==> config.mk <==
export PLATFORM = sky130hd
export DESIGN_NAME = jtag_shift_master
export DESIGN_NICKNAME = d
export VERILOG_FILES = /design/src/rtl/jtag_master_pkg.sv /design/src/rtl/jtag_tck_gen.sv /design/src/rtl/jtag_shift_master.sv
export SDC_FILE = /design/constraint.sdc
export NUM_CORES = 1
export LEC_CHECK = 0
export BUFFER_PORTS_ARGS = -buffer_cell sky130_fd_sc_hd__buf_4
export CORE_MARGIN = 2
export CORE_UTILIZATION = 45
export DETAILED_ROUTE_END_ITERATION = 8
export GPL_ROUTABILITY_DRIVEN = 0
export PLACE_DENSITY = 0.72
export SLEW_MARGIN = 10
export SYNTH_ARGS = -nofsm -noshare
export SYNTH_HDL_FRONTEND = slang
export SYNTH_HIERARCHICAL = 1
export SYNTH_SLANG_ARGS = --single-unit
==> constraint.sdc <==
create_clock -name clk -period 3.4 [get_ports clk]
set_input_delay 0.17 -clock clk [delete_from_list [all_inputs] [get_ports clk]]
set_output_delay 0.17 -clock clk [all_outputs]
set_load 0.02 [all_outputs]
==> src/rtl/jtag_master_pkg.sv <==
// Shared op codes, FSM states and the fixed TMS header/tail patterns of the JTAG master.
package jtag_master_pkg;

  typedef enum logic [1:0] {
    OP_RESET = 2'b00,
    OP_IR    = 2'b01,
    OP_DR    = 2'b10,
    OP_RUN   = 2'b11
  } op_e;

  typedef enum logic [2:0] {
    ST_IDLE,
    ST_HDR,
    ST_BODY,
    ST_TAIL,
    ST_DONE
  } state_e;

  // Patterns are stored LSB-first: bit k is the TMS value of slot k.
  localparam logic [3:0] HDR_IR_TMS     = 4'b0011;  // RTI->SelDR->SelIR->CapIR->ShIR
  localparam logic [3:0] HDR_DR_TMS     = 4'b0001;  // RTI->SelDR->CapDR->ShDR
  localparam logic [1:0] TAIL_SH_TMS    = 2'b01;    // Exit1->Update->RTI
  localparam int         RESET_BODY_LEN = 5;        // five TMS=1 reach Test-Logic-Reset

  function automatic logic [2:0] hdr_len(op_e op);
    case (op)
      OP_IR:   return 3'd4;
      OP_DR:   return 3'd3;
      default: return 3'd0;
    endcase
  endfunction

  function automatic logic [2:0] tail_len(op_e op);
    case (op)
      OP_RESET:     return 3'd1;
      OP_IR, OP_DR: return 3'd2;
      default:      return 3'd0;
    endcase
  endfunction

  function automatic logic hdr_tms(op_e op, logic [1:0] idx);
    return (op == OP_IR) ? HDR_IR_TMS[idx] : HDR_DR_TMS[idx];
  endfunction

  // RESET leaves Test-Logic-Reset with a single TMS=0 slot.
  function automatic logic tail_tms(op_e op, logic idx);
    return (op == OP_RESET) ? 1'b0 : TAIL_SH_TMS[idx];
  endfunction

endpackage

==> src/rtl/jtag_tck_gen.sv <==
// TCK generator: DIV clk low phase then DIV clk high phase per slot.
// 'fall' is high in the clk cycle whose closing edge drives tck low, so the
// FSM can launch the next slot and sample TDO on that same edge.
module jtag_tck_gen #(
  parameter int DIV = 4
) (
  input  logic clk,
  input  logic rst_n,
  input  logic run,
  output logic tck,
  output logic fall
);

  localparam int            CW   = (DIV > 1) ? $clog2(DIV) : 1;
  localparam logic [CW-1:0] LAST = CW'(DIV - 1);

  logic [CW-1:0] cnt_q, cnt_d;
  logic          tck_q, tck_d;
  logic          active, wrap;

  // Keep counting while a high phase is open so tck only stops low.
  always_comb begin
    active = run | tck_q;
    wrap   = (cnt_q == LAST);
    cnt_d  = cnt_q;
    tck_d  = tck_q;
    if (active) begin
      if (wrap) begin
        cnt_d = '0;
        tck_d = ~tck_q;
      end else begin
        cnt_d = cnt_q + CW'(1);
      end
    end
  end

  // Phase counter and tck register.
  always_ff @(posedge clk or negedge rst_n) begin
    if (!rst_n) begin
      cnt_q <= '0;
      tck_q <= 1'b0;
    end else begin
      cnt_q <= cnt_d;
      tck_q <= tck_d;
    end
  end

  assign tck  = tck_q;
  assign fall = tck_q & wrap;

endmodule

==> src/rtl/jtag_shift_master.sv <==
// JTAG master: sequences the TAP through RESET / SHIFT_IR / SHIFT_DR / RUNTEST
// commands, one at a time, always starting and ending in Run-Test/Idle.
module jtag_shift_master
  import jtag_master_pkg::*;
#(
  parameter  int DIV     = 4,
  parameter  int MAX_LEN = 32,
  localparam int LEN_W   = $clog2(MAX_LEN + 1)
) (
  input  logic               clk,
  input  logic               rst_n,
  input  logic               cmd_valid,
  output logic               cmd_ready,
  input  logic [1:0]         cmd_op,
  input  logic [LEN_W-1:0]   cmd_len,
  input  logic [MAX_LEN-1:0] cmd_data,
  output logic               rsp_valid,
  output logic               rsp_err,
  output logic [MAX_LEN-1:0] rsp_data,
  output logic               busy,
  output logic               tck,
  output logic               tms,
  output logic               tdi,
  input  logic               tdo
);

  localparam int IDX_W = $clog2(MAX_LEN);

  state_e             state_q, state_d;
  op_e                op_q, op_d;
  logic [LEN_W-1:0]   len_q, len_d;    // remaining BODY slots, last one at 1
  logic [LEN_W-1:0]   idx_q, idx_d;    // slot index in HDR/TAIL, bit index in BODY
  logic [MAX_LEN-1:0] tx_q, tx_d;
  logic [MAX_LEN-1:0] rx_q, rx_d;
  logic               tap_known_q, tap_known_d;
  logic               err_q, err_d;
  logic               tms_q, tms_d;
  logic               tdi_q, tdi_d;
  logic               slot_start;
  logic               run, fall;

  assign run = (state_q == ST_HDR) || (state_q == ST_BODY) || (state_q == ST_TAIL);

  jtag_tck_gen #(.DIV(DIV)) u_tck (
    .clk  (clk),
    .rst_n(rst_n),
    .run  (run),
    .tck  (tck),
    .fall (fall)
  );

  // Command acceptance, slot sequencing and TMS/TDI for the slot being launched.
  always_comb begin
    state_d     = state_q;
    op_d        = op_q;
    len_d       = len_q;
    idx_d       = idx_q;
    tx_d        = tx_q;
    rx_d        = rx_q;
    tap_known_d = tap_known_q;
    err_d       = err_q;
    tms_d       = tms_q;
    tdi_d       = tdi_q;
    slot_start  = 1'b0;
    case (state_q)
      ST_IDLE, ST_DONE: begin
        state_d = ST_IDLE;
        err_d   = 1'b0;
        if (cmd_valid) begin
          op_d  = op_e'(cmd_op);
          idx_d = '0;
          rx_d  = '0;
          tx_d  = cmd_data;
          len_d = cmd_len;
          if (op_d == OP_RESET) begin
            len_d      = LEN_W'(RESET_BODY_LEN);
            state_d    = ST_BODY;
            slot_start = 1'b1;
          end else if (!tap_known_q || cmd_len == '0 || cmd_len > LEN_W'(MAX_LEN)) begin
            state_d = ST_DONE;
            err_d   = 1'b1;
          end else begin
            state_d    = (hdr_len(op_d) != 3'd0) ? ST_HDR : ST_BODY;
            slot_start = 1'b1;
          end
        end
      end
      ST_HDR: if (fall) begin
        slot_start = 1'b1;
        if (idx_q == LEN_W'(hdr_len(op_q) - 3'd1)) begin
          state_d = ST_BODY;
          idx_d   = '0;
        end else begin
          idx_d = idx_q + LEN_W'(1);
        end
      end
      ST_BODY: if (fall) begin
        if (op_q == OP_IR || op_q == OP_DR) rx_d[idx_q[IDX_W-1:0]] = tdo;
        tx_d = tx_q >> 1;
        if (len_q == LEN_W'(1)) begin
          idx_d = '0;
          if (tail_len(op_q) != 3'd0) begin
            state_d    = ST_TAIL;
            slot_start = 1'b1;
          end else begin
            state_d = ST_DONE;
          end
        end else begin
          len_d      = len_q - LEN_W'(1);
          idx_d      = idx_q + LEN_W'(1);
          slot_start = 1'b1;
        end
      end
      ST_TAIL: if (fall) begin
        if (idx_q == LEN_W'(tail_len(op_q) - 3'd1)) begin
          state_d = ST_DONE;
          if (op_q == OP_RESET) tap_known_d = 1'b1;
        end else begin
          idx_d      = idx_q + LEN_W'(1);
          slot_start = 1'b1;
        end
      end
      default: state_d = ST_IDLE;
    endcase

    // TMS/TDI change only on the edge that opens a slot; otherwise they hold.
    if (slot_start) begin
      tdi_d = 1'b0;
      case (state_d)
        ST_HDR:  tms_d = hdr_tms(op_d, idx_d[1:0]);
        ST_BODY: begin
          case (op_d)
            OP_RESET: tms_d = 1'b1;
            OP_RUN:   tms_d = 1'b0;
            default: begin
              tms_d = (len_d == LEN_W'(1));
              tdi_d = tx_d[0];
            end
          endcase
        end
        default: tms_d = tail_tms(op_d, idx_d[0]);
      endcase
    end
  end

  // State and datapath registers; reset drops any command in flight.
  always_ff @(posedge clk or negedge rst_n) begin
    if (!rst_n) begin
      state_q     <= ST_IDLE;
      op_q        <= OP_RESET;
      len_q       <= '0;
      idx_q       <= '0;
      tx_q        <= '0;
      rx_q        <= '0;
      tap_known_q <= 1'b0;
      err_q       <= 1'b0;
      tms_q       <= 1'b1;
      tdi_q       <= 1'b0;
    end else begin
      state_q     <= state_d;
      op_q        <= op_d;
      len_q       <= len_d;
      idx_q       <= idx_d;
      tx_q        <= tx_d;
      rx_q        <= rx_d;
      tap_known_q <= tap_known_d;
      err_q       <= err_d;
      tms_q       <= tms_d;
      tdi_q       <= tdi_d;
    end
  end

  assign cmd_ready = (state_q == ST_IDLE) || (state_q == ST_DONE);
  assign busy      = ~cmd_ready;
  assign rsp_valid = (state_q == ST_DONE);
  assign rsp_err   = rsp_valid & err_q;
  assign rsp_data  = rx_q;
  assign tms       = tms_q;
  assign tdi       = tdi_q;

endmodule

# Word-level counts from Yosys, hierarchy flattened
# Index checks and enable logic that the tools add are counted.
[classes]
addsub = 5
n_lt_le_gt_ge = 5
eq_ne = 23
muxes = 77
bitwise_logic = 5
reduce_logical = 25
[ops]
columns = ["operator", "n"]
rows = [
  ["$mux 32", 5],
  ["$pmux 32 s2", 2],
  ["$mux 6", 11],
  ["$mux 3", 21],
  ["$bwmux 32", 1],
  ["$pmux 6 s4", 1],
  ["$mux 1", 21],
  ["$eq 6x1->1 const B", 2],
  ["$eq 6x6->1", 2],
  ["$pmux 3 s2", 2],
  ["$pmux 3 s4", 1],
  ["$pmux 6 s2", 1],
  ["$ne 2x2->1 const B", 5],
  ["$eq 3x2->1 const B", 3],
  ["$eq 2x2->1 const B", 4],
  ["$mux 2", 4],
  ["$reduce_and 4->1", 2],
  ["$sub 3x1->4 const B", 2],
  ["$add 6x1->6 const B", 1],
  ["$eq 2x1->1 const B", 3],
  ["$eq 3x1->1 const B", 2],
  ["$gt 6x6->1 const B", 1],
  ["$logic_not 2->1", 3],
  ["$logic_not 6->1", 1],
  ["27 further kinds", 39],
]
[word_totals]
regBits = 88
input_bits = 44
output_inout_bits = 39

# Longest topological paths before layout
# Gate-level depths: netlist of run 1.
[depth]
depth_word = 15
ltp_mapped = 11

# Cells and area by module
# Netlist of run 1, hierarchy kept.
[modules_own_cells]
columns = ["mod", "n_inst", "cells_per_inst", "area_per_inst_um2", "seq_area_each_um2"]
rows = [
  ["jtag_shift_master", 1, 489, 4448.0, 2128.3],
  ["jtag_tck_gen", 1, 11, 141.4, 75.1],
]

# Worst setup path before layout of run 1
# Ideal clock, no wire load.
[synth_timing]
kind = "register to register"
from = "register u_tck.tck_q (netlist: u_tck/tck)"
to = "register tms_q (netlist: tms)"
t_arrival_ps = 2767
required_ps = 3320
setup_slack_ps = 553
path_stages_with_launch = 10
synth_period_minus_slack_ps = 2847
path_cell_list = "dfrtp_1 -> and2_2 -> and4bb_1 -> o221ai_1 -> a221o_1 -> or4_1 -> or4b_1 -> o31a_1 -> mux2_4 -> o221ai_2"
[synth_between]
word_cells_on_any_way = 28
classes_between = "eq/ne (3); mux (24); bitwise (1)"
[synth_rtl]
columns = ["element", "line", "text"]
rows = [
  ["start, declared", "jtag_tck_gen.sv:18", "logic tck_q, tck_d;"],
  ["start signal, assigned", "jtag_tck_gen.sv:44", "tck_q <= tck_d;"],
  ["$and 1x1->1", "jtag_tck_gen.sv:49", "assign fall = tck_q & wrap;"],
  ["net fall", "jtag_shift_master.sv:40", "logic run, fall;"],
  ["$mux 6", "jtag_shift_master.sv:97", "ST_BODY: if (fall) begin"],
  ["$pmux 6 s2", "jtag_shift_master.sv:65", "case (state_q)"],
  ["net len_d[4]", "jtag_shift_master.sv:31", "logic [LEN_W-1:0] len_q, len_d;"],
  ["$eq 6x1->1", "jtag_shift_master.sv:136", "tms_d = (len_d == LEN_W'(1));"],
  ["$pmux 1 s2", "jtag_shift_master.sv:132", "case (op_d)"],
  ["$pmux 1 s2", "jtag_shift_master.sv:129", "case (state_d)"],
  ["end signal, assigned", "jtag_shift_master.sv:168", "tms_q <= tms_d;"],
  ["end, declared", "jtag_shift_master.sv:37", "logic tms_q, tms_d;"],
]
# The timed path passes the listed nets, and every way through them passes these cells. The select of a mux whose other input is x is not followed.
# A chain may end at the register's enable or synchronous reset.

# Worst setup path after layout of run 1
[layout_timing]
from = "register u_tck.cnt_q[0]"
to = "register tms_q (netlist: tms)"
[layout_between]
word_cells_on_any_way = 29
classes_between = "eq/ne (4); mux (24); bitwise (1)"
[layout_rtl]
columns = ["element", "line", "text"]
rows = [
  ["start, declared", "jtag_tck_gen.sv:17", "logic [CW-1:0] cnt_q, cnt_d;"],
  ["start signal, assigned", "jtag_tck_gen.sv:43", "cnt_q <= cnt_d;"],
  ["$eq 2x2->1", "jtag_tck_gen.sv:24", "wrap = (cnt_q == LAST);"],
  ["$and 1x1->1", "jtag_tck_gen.sv:49", ""],
  ["net fall", "jtag_shift_master.sv:40", ""],
  ["$mux 6", "jtag_shift_master.sv:97", ""],
  ["$pmux 6 s2", "jtag_shift_master.sv:65", ""],
  ["net len_d[3]", "jtag_shift_master.sv:31", ""],
  ["$eq 6x1->1", "jtag_shift_master.sv:136", ""],
  ["$pmux 1 s2", "jtag_shift_master.sv:132", ""],
  ["$pmux 1 s2", "jtag_shift_master.sv:129", ""],
]
# The timed path passes the listed nets, and every way through them passes these cells. The select of a mux whose other input is x is not followed.

==> flow_summary.yaml, run 1 <==
outcome:
  status: "complete, no violations"
global_routing:
  grt_max_degree: 89
  grt_busiest_layer: "met2"
  grt-ovfl-total: 0
  met2_usage_pct: 33.3
  use_met1_pct: 27.4
  grt_pass1_wl_um: 18800
  grt_pass1_vias: 3934
  grt_usage_pct: 20.8
  antenna_found_initial: 0
  grt_use_met3_pct: 5.36
cts:
  cts_tree: "yes"
  clockBufferDepth: 2
  cts_setup_buffers: 0
  clock_latency_ns: 0.36
  htree_levels: 3
  cts_resized: 0
  numCtsBuffers: 9
  clock-root-buffer: "clkbuf_8"
  clock-sinks: 88
  path_clk_slew_ns: 0.09
routing:
  via_per_inst: 5.68
  drt_iter0_markers: 276
  ant_nets: 0
  drc: 0
  drt-total-wl_um: 11300
  vias: 4038
  drtPass1Iterations: 4
  wl_per_cell_um: 15.8
run:
  cap_violations: 0
sta:
  slew-limit-headroom_pct: 60.0
  fmax_mhz: 324
  fin_crit_ns: 3.09
  final.setup.tns_ns: 0
  setup_violations: 0
  finalCritPeriodShare_pct: 90.8
  rsz0062_at_grt: "no"
  slew_viol_final: 0
  skew_ns: 0.0132
  hold_viol_final: 0
  tightest_slew_ns: 0.599
worst_setup_path:
  worstSetupStartpointType: "register"
  path_class: "reg -> reg"
  endpoint_kind: "register"
  required_ns: 3.68
  crit_arrival_ns: 3.37
  cp_max_fo: 11
pwr:
  p_leak_nw: 2.66
  p_total_w: 0.00359
  power_density_nw_per_um2: 651
  vdd_ir_drop_max_mv: 0.400
logic_synthesis:
  synth_edf_count: 0
  synthDistinctLibCells: 68
  synth_seq_cells: 88
  synth_ff_type: "dfrtp_1"
  syn_nets: 558
  async_reset_ff_share_pct: 100
  synth.avg_cell_area_um2: 9.18
  synthesis.area_um2: 4590
  yosysWarnings: 6
  syn_inst: 500
  synth.yosys.seq_area_share_pct: 48.0
floorplanning:
  rows: 36
  die_y_um: 105
  design.die.area_um2: 11000
  die_width_um: 105
  initial_core_util_pct: 46.7
  io_pins: 83
  coreArea_um2: 9820
final_layout:
  register_area_um2: 2200
  num_antenna_cells: 0
  final_cell_count_no_fill: 711
  syn2layout_area_growth_pct: 20.2
  drive_gt1_share_pct: 22.8
  mostFrequentLayoutCell: "buf_4"
  final_net_count: 631
  fill_cells: 913
  final_area_um2: 5520
  final_cell_mix: "buf_4, dfrtp_1, nand2_1"
  multiInputGateArea_um2: 2190
  fin_util_pct: 56.2
placement:
  placed_area_um2: 5300
  hpwl_um: 7680
  dpl.cell_count: 693
  port_buffers: 82
min_path:
  hold_path_class: "in -> reg"
-- flip-flops by register name, indices dropped and copies added, names as in the netlist, 2 cells and up --
name and cells:
len_q 6, tx_q 32, idx_q 6, rsp_data 32, state_q 3, u_tck/cnt_q 2
op_q 2
-- cells in the mapped netlist, drive strengths merged, types with 2 or more instances --
cell / instances / area (um2)
dfrtp: 87 / 2180
nand2: 82 / 308
o21ai: 78 / 390
a21oi: 39 / 195
a22oi: 31 / 233
clkbuf: 22 / 92.6
nor2: 21 / 83.8
inv: 16 / 60.1
ha: 14 / 175
nand3: 11 / 55.1
buf: 8 / 47.5
and3: 6 / 38.8
nor3: 5 / 30.0
or3b: 5 / 46.3
a221o: 4 / 41.3
and2: 4 / 26.3
and2b: 4 / 33.8
mux2: 4 / 48.8
nor2b: 4 / 32.5
nor3b: 4 / 35.0
or3: 4 / 25.0
or4: 4 / 30.0
xor2: 3 / 26.3
a21o: 2 / 15.0
a22o: 2 / 17.5
a311oi: 2 / 17.5
a31oi: 2 / 12.5
and4bb: 2 / 25.0
o211ai: 2 / 15.0
o221ai: 2 / 23.8
o22ai: 2 / 12.5
o31ai: 2 / 15.0
or2: 2 / 12.5
-- metrics by stage --
step / hold slack [ns] / setup WS, ns
detailed placement: 0.402 / 0.340
global route: 0.0126 / 0.134
CTS: 0.0231 / 0.313
floorplan: -0.126 / 0.553
global placement: 0.398 / 0.408
finish: 0.0343 / 0.314
-- area by class of cell --
| cell class | instances | area share [%] |
|---|---|---|
| well taps | 133 | 3.02 |
| multi-input cells | 366 | 39.8 |
| flip-flops and latches | 88 | 39.9 |
| repair buffers | 92 | 12.9 |
| clock inverters | 7 | 1.02 |
| inverters | 16 | 1.09 |
| clock buffers | 9 | 2.24 |
-- worst paths after layout --
check | from | endpoint | slack (ns) | depth (start not counted)
worst max-delay path | u_tck/cnt_q[0]$_DFFE_PN0P_ | tms$_DFFE_PN1P_ | 0.31 | 11
worst min-delay path | cmd_data[11] | tx_q[11]$_DFFE_PN0P_ | 0.03 | 3
worst max register to register | u_tck/cnt_q[0]$_DFFE_PN0P_ | tms$_DFFE_PN1P_ | 0.31 | 11
worst min register to register | tx_q[11]$_DFFE_PN0P_ | tx_q[11]$_DFFE_PN0P_ | 0.48 | 2
max in group asynchronous | rst_n | rsp_data[15]$_DFFE_PN0P_ | 2.42 | 3
min in group asynchronous | rst_n | u_tck/tck$_DFFE_PN0P_ | 0.35 | 2
-- critical path: stages (launching register included) --
cell	delay [ns]
dfrtp_1	0.37
ha_1	0.21
and2_2	0.21
buf_4	0.18
inv_1	0.11
o41ai_1	0.37
a21oi_1	0.11
a221o_1	0.29
or4b_1	0.51
o31a_1	0.25
mux2_4	0.26
o221ai_2	0.15
-- repair_timing --
item	in CTS	in global routing
hold buffers	0	1
hold endpoints to repair	0	39
setup endpoints to repair	0	0
-- kinds of logic after synthesis --
| family | Yosys count | synth area share (%) |
|---|---|---|
| AOI/OAI and AO/OA | 178 | 23.5 |
| xor gates and xnor gates | 4 | 0.763 |
| adders and majority gates | 14 | 3.82 |
| buffers and inverters | 46 | 4.36 |
| DFF | 88 | 48.0 |
| muxes | 5 | 1.28 |
| and+or+nand+nor | 165 | 18.2 |
-- layer usage --
metal | up-vias | share of wire [%]
met4 | 0 | 1.3
met3 | 15 | 6.9
met1 | 1935 | 44
li1 | 1945 | -
met5 | - | 0
met2 | 143 | 48
-- power breakdown --
part           switching [W]  internal (W)  leakage [nW]
Sequential          0.000221       0.00133          1.15
Clock               0.000393      0.000270        0.0781
Combinational       0.000803      0.000572          1.43
(Power assumes the default switching activity.)
==> run 2, diff against run 1 <==
clock period = 3.7 ns   (was 3.4 ns; I/O delays follow)
==> run 2 against run 1 <==
Against the previous run: combinational power down 10%; clock skew down 0.0032 ns; final area about the same; hold slack better by 0.018 ns; non-clock buffer count down 2; register-to-register slack better by 0.14 ns; highest routed layer unchanged; setup slack better by 0.14 ns; largest power group unchanged; maximum frequency down 5.0%; wire length up 0.67%; sequential power down 8%; via count up 1.6%.
==> flow_summary.yaml, run 2 (same netlist as run 1, synthesis figures left out) <==
placement:
  port_buffers: 82
  hpwl_um: 7710
sta:
  hold_viol_final: 0
  finalCritPeriodShare_pct: 87.8
  tightest_slew_ns: 0.697
  slew_viol_final: 0
  rsz0062_at_grt: "no"
  skew_ns: 0.0100
  setup_violations: 0
  fin_crit_ns: 3.25
  slew-limit-headroom_pct: 53.5
  final.setup.tns_ns: 0
  fmax_mhz: 308
global_routing:
  grt_pass1_vias: 3863
  antenna_found_initial: 0
  grt_pass1_wl_um: 18800
  grt_max_degree: 56
  grt_usage_pct: 20.9
  grt-ovfl-total: 0
final_layout:
  final_net_count: 629
  num_antenna_cells: 0
  mostFrequentLayoutCell: "buf_4"
  final_cell_mix: "buf_4, dfrtp_1, nand2_1"
  syn2layout_area_growth_pct: 20.3
  drive_gt1_share_pct: 22.4
  fill_cells: 918
routing:
  via_per_inst: 5.79
  wl_per_cell_um: 16.0
  drt_iter0_markers: 277
  ant_nets: 0
  drtPass1Iterations: 5
  drc: 0
  drt-total-wl_um: 11300
  vias: 4102
cts:
  clock_latency_ns: 0.35
  cts_tree: "yes"
  cts_resized: 0
  path_clk_slew_ns: 0.09
  clockBufferDepth: 2
  numCtsBuffers: 9
  clock-root-buffer: "clkbuf_8"
  htree_levels: 3
  clock-sinks: 88
floorplanning:
  die_width_um: 105
  die_y_um: 105
  coreArea_um2: 9820
  rows: 36
  initial_core_util_pct: 46.7
  io_pins: 83
  design.die.area_um2: 11000
worst_setup_path:
  worstSetupStartpointType: "register"
  endpoint_kind: "register"
  cp_max_fo: 15
  rrSetupSlack_ns: 0.45
  path_class: "reg -> reg"
  crit_arrival_ns: 3.53
  required_ns: 3.98
run:
  cap_violations: 0
outcome:
  status: "complete, no violations"
pwr:
  p_leak_nw: 2.68
  power_density_nw_per_um2: 620
  p_total_w: 0.00342
  vdd_ir_drop_max_mv: 0.314
min_path:
  hold_path_class: "in -> reg"
run 2: changes by cell type in the layout (fill, tap and decap cells not counted):
cell and delta:
clkbuf_1 +1, clkinvlp_4 -4, bufinv_16 +2, clkinv_4 -2, clkinv_2 +2, buf_4 -1
buf_16 -1, clkbuf_8 +1
run 2: area by class of cell:
type                       count  area (um2)  area share (%)
sequential                    88        2200            39.9
multi-input combinational    366        2190            39.7
timing repair buffer          90         678            12.3
tap                          133         166            3.01
clock buffer                  11         141            2.56
clock inverter                 5        78.8            1.43
inverter                      16        60.1            1.09
run 2: report_power, final:
part / total [W] / internal, W / switching [W]
Clock: 0.000740 / 0.000400 / 0.000340
Combinational: 0.00124 / 0.000514 / 0.000730
Sequential: 0.00144 / 0.00123 / 0.000210
Total: 0.00342 / 0.00214 / 0.00128
run 2: metrics by stage:
stage               setup WS (ns)  util (%)  instance area [um2]  std cells  hold slack, ns
global placement            0.577      53.9                 5290        692           0.269
global route                0.289      56.2                 5520        709          0.0412
CTS                         0.473      56.2                 5520        709          0.0403
detailed placement          0.500      53.9                 5290        692           0.282
floorplan                   0.853         -                 4590        500          -0.111
finish                      0.452      56.2                 5520        709          0.0527
run 2: timing repair:
| action | in CTS | in global routing |
|---|---|---|
| buffers inserted | 0 | 0 |
| hold buffers | 1 | 0 |
| endpoints found under the hold margin | 53 | 0 |
run 2: path summary, 6_finish.rpt:
| path | from | to | cells past startpoint |
|---|---|---|---|
| max in group asynchronous | rst_n | tx_q[10]$_DFFE_PN0P_ | 3 |
| min in group asynchronous | rst_n | len_q[2]$_DFF_PN0_ | 2 |
| worst max register to register | u_tck/cnt_q[0]$_DFFE_PN0P_ | tms$_DFFE_PN1P_ | 10 |
| worst min register to register | tx_q[13]$_DFFE_PN0P_ | tx_q[13]$_DFFE_PN0P_ | 2 |
| worst min-delay path | cmd_data[26] | tx_q[26]$_DFFE_PN0P_ | 3 |
| worst max-delay path | u_tck/cnt_q[0]$_DFFE_PN0P_ | tms$_DFFE_PN1P_ | 10 |
run 2: critical path, stage by stage (launching register included):
cell and delay (ns):
dfrtp_1 0.38, ha_1 0.21, and2_2 0.32, and4bb_1 0.24, o221ai_1 0.11, a221o_1 0.33, or4_1 0.44, or4b_1 0.49
o31a_1 0.24, mux2_4 0.26, o221ai_2 0.15
run 2: layer usage:
layer	share of wire (%)	vias up	track usage, %
met2	47	185	32.4
met3	7.7	11	4.80
met1	44	1976	29.1
met4	0.95	0	6.57
met5	0	-	0
li1	-	1930	-
==> run 3, diff against run 2 <==
ABC_AREA = 1   (was default)
CTS_CLUSTER_SIZE = 28   (was default)
PLACE_DENSITY = 0.71   (was 0.72)
==> run 3 against run 2 <==
Against the previous run: via count increased by 7.4%; cell count increased by 19%; combinational power increased by 39%; sequential share of layout area decreased by 1.5 points; sequential cell count unchanged; global-route usage increased by 0.075 points.
==> flow_summary.yaml, run 3 <==
outcome:
  status: "complete, no violations"
global_routing:
  grt_max_degree: 60
  antenna_found_initial: 0
  grt_pass1_wl_um: 19400
  grt_pass1_vias: 4156
  grt-ovfl-total: 0
  grt_usage_pct: 21.0
routing:
  vias: 4406
  wl_per_cell_um: 13.8
  drt_iter0_markers: 242
  drc: 0
  ant_nets: 0
  drt-total-wl_um: 11600
  drtPass1Iterations: 5
  via_per_inst: 5.23
logic_synthesis:
  syn_nets: 682
  synth_ff_type: "dfrtp_1"
  synthesis.area_um2: 4800
  synthDistinctLibCells: 35
  synth_top_area_share_pct: 45.4
  synth.avg_cell_area_um2: 7.69
  synth.yosys.seq_area_share_pct: 45.9
  synth_most_common_cell: "nand2_1"
  yosysWarnings: 6
  netlist_top_cells_count: "nand2_1, dfrtp_1, inv_1, nor2_1, o21ai_0"
  yosys.area.top_type: "dfrtp_1"
  synth_edf_count: 0
  syn_inst: 624
  synth_seq_cells: 88
  async_reset_ff_share_pct: 100
  synthTopCellsByArea: "dfrtp_1, nand2_1, inv_1"
final_layout:
  final_net_count: 759
  mostFrequentLayoutCell: "nand2_1"
  num_antenna_cells: 0
  multiInputGateArea_um2: 2220
  final_cell_count_no_fill: 842
  fin_util_pct: 55.5
  syn2layout_area_growth_pct: 19.5
  drive_gt1_share_pct: 15.9
  final_cell_mix: "nand2_1, dfrtp_1, buf_4"
  register_area_um2: 2200
  fill_cells: 969
worst_setup_path:
  crit_path_cell_trace: "ha_1, nand2_1, inv_1, nor2_1, nor2_2, inv_2, a21oi_4, nand3_4, o31ai_1"
  max_stage_delay_ns: 0.38
  endpoint_kind: "register"
  required_ns: 3.95
  path_class: "reg -> reg"
  crit_arrival_ns: 2.89
  cp_slowest_cell: "dfrtp_1"
  worstSetupStartpointType: "register"
  cp_max_fo: 33
  reg2regPathDepth: 9
floorplanning:
  rows: 37
  io_pins: 83
  coreArea_um2: 10300
  die_y_um: 107
  initial_core_util_pct: 46.5
  design.die.area_um2: 11500
  die_width_um: 107
run:
  cap_violations: 0
sta:
  slew-limit-headroom_pct: 48.1
  final.setup.tns_ns: 0
  setup_violations: 0
  fin_crit_ns: 2.65
  hold_viol_final: 0
  slew_viol_final: 0
  tightest_slew_ns: 0.779
  fin_ws_ns: 1.05
  rsz0062_at_grt: "no"
  fmax_mhz: 378
  skew_ns: 0.0116
  finalCritPeriodShare_pct: 71.5
placement:
  port_buffers: 82
  place_ws_ns: 1.11
  hpwl_um: 8230
  dpl.cell_count: 825
cts:
  cts_tree: "yes"
  clock_latency_ns: 0.36
  cts_resized: 0
  clock-sinks: 88
  htree_levels: 3
  numCtsBuffers: 9
  clockBufferDepth: 2
  path_clk_slew_ns: 0.09
  clock-root-buffer: "clkbuf_8"
min_path:
  hold_path_class: "in -> reg"
  hold_path_depth: 2
pwr:
  vdd_ir_drop_max_mv: 0.272
  p_total_w: 0.00390
  p_leak_nw: 2.93
  power_density_nw_per_um2: 681
-- run 3: final timing paths --
path	startpoint	end	slack (ns)
worst max-delay path	u_tck/cnt_q[0]$_DFFE_PN0P_	rsp_data[27]$_DFFE_PN0P_	1.05
worst min-delay path	cmd_data[31]	tx_q[31]$_DFFE_PN0P_	0.05
worst max register to register	u_tck/cnt_q[0]$_DFFE_PN0P_	rsp_data[27]$_DFFE_PN0P_	1.05
worst min register to register	tx_q[23]$_DFFE_PN0P_	tx_q[23]$_DFFE_PN0P_	0.49
max in group asynchronous	rst_n	tx_q[17]$_DFFE_PN0P_	2.36
min in group asynchronous	rst_n	rsp_data[9]$_DFFE_PN0P_	0.44
-- run 3: repair_timing --
action | CTS | global route
buffers inserted | 0 | 0
hold buffers | 1 | 0
setup endpoints to repair | 0 | 0
endpoints found under the hold margin | 57 | 0
-- run 3: critical path, delay by kind of cell, from the launching register on --
family | cells | cell delay, ns
simple gates | 4 | 0.67
compound gates | 2 | 0.66
buf+inv | 2 | 0.62
flops | 1 | 0.38
fa+ha+maj | 1 | 0.21
-- run 3: per-stage QoR --
stage / area (um2) / hold WS, ns
finish: 5730 / 0.0463
global route: 5730 / 0.0268
CTS: 5730 / 0.0319
detailed placement: 5520 / 0.311
global placement: 5520 / 0.307
floorplan: 4800 / -0.111
-- run 3: logic make-up (layout without fill, tap and decap cells) --
group | after synthesis | count (layout) | share of synthesized area, %
AO/OA/AOI/OAI | 121 | 121 | 16.5
flip-flops | 88 | 88 | 45.9
AND/OR/NAND/NOR | 303 | 303 | 25.4
buffers and inverters | 94 | 176 | 7.77
adder cells (fa/ha/maj) | 14 | 14 | 3.65
XOR/XNOR | 4 | 4 | 0.730
-- run 3: cell type report --
type | instances | share of cell area, %
clock buffers | 12 | 2.71
clock inverters | 4 | 0.916
inverters | 73 | 4.78
multi-input cells | 442 | 38.8
flip-flops and latches | 88 | 38.4
well taps | 136 | 2.97
repair buffers | 87 | 11.4
-- run 3: routing by layer --
layer / up-vias / share of wire (%) / global-route usage [%]
li1: 2190 / - / -
met1: 2073 / 44 / 27.2
met2: 130 / 49 / 35.4
met3: 13 / 6.0 / 4.78
met4: 0 / 1.2 / 5.66
met5: - / 0 / 0
-- run 3: report_power, final --
group / internal [W] / total (W) / switching, W
clock network: 0.000351 / 0.000697 / 0.000346
logic: 0.000560 / 0.00172 / 0.00116
registers: 0.00126 / 0.00149 / 0.000230
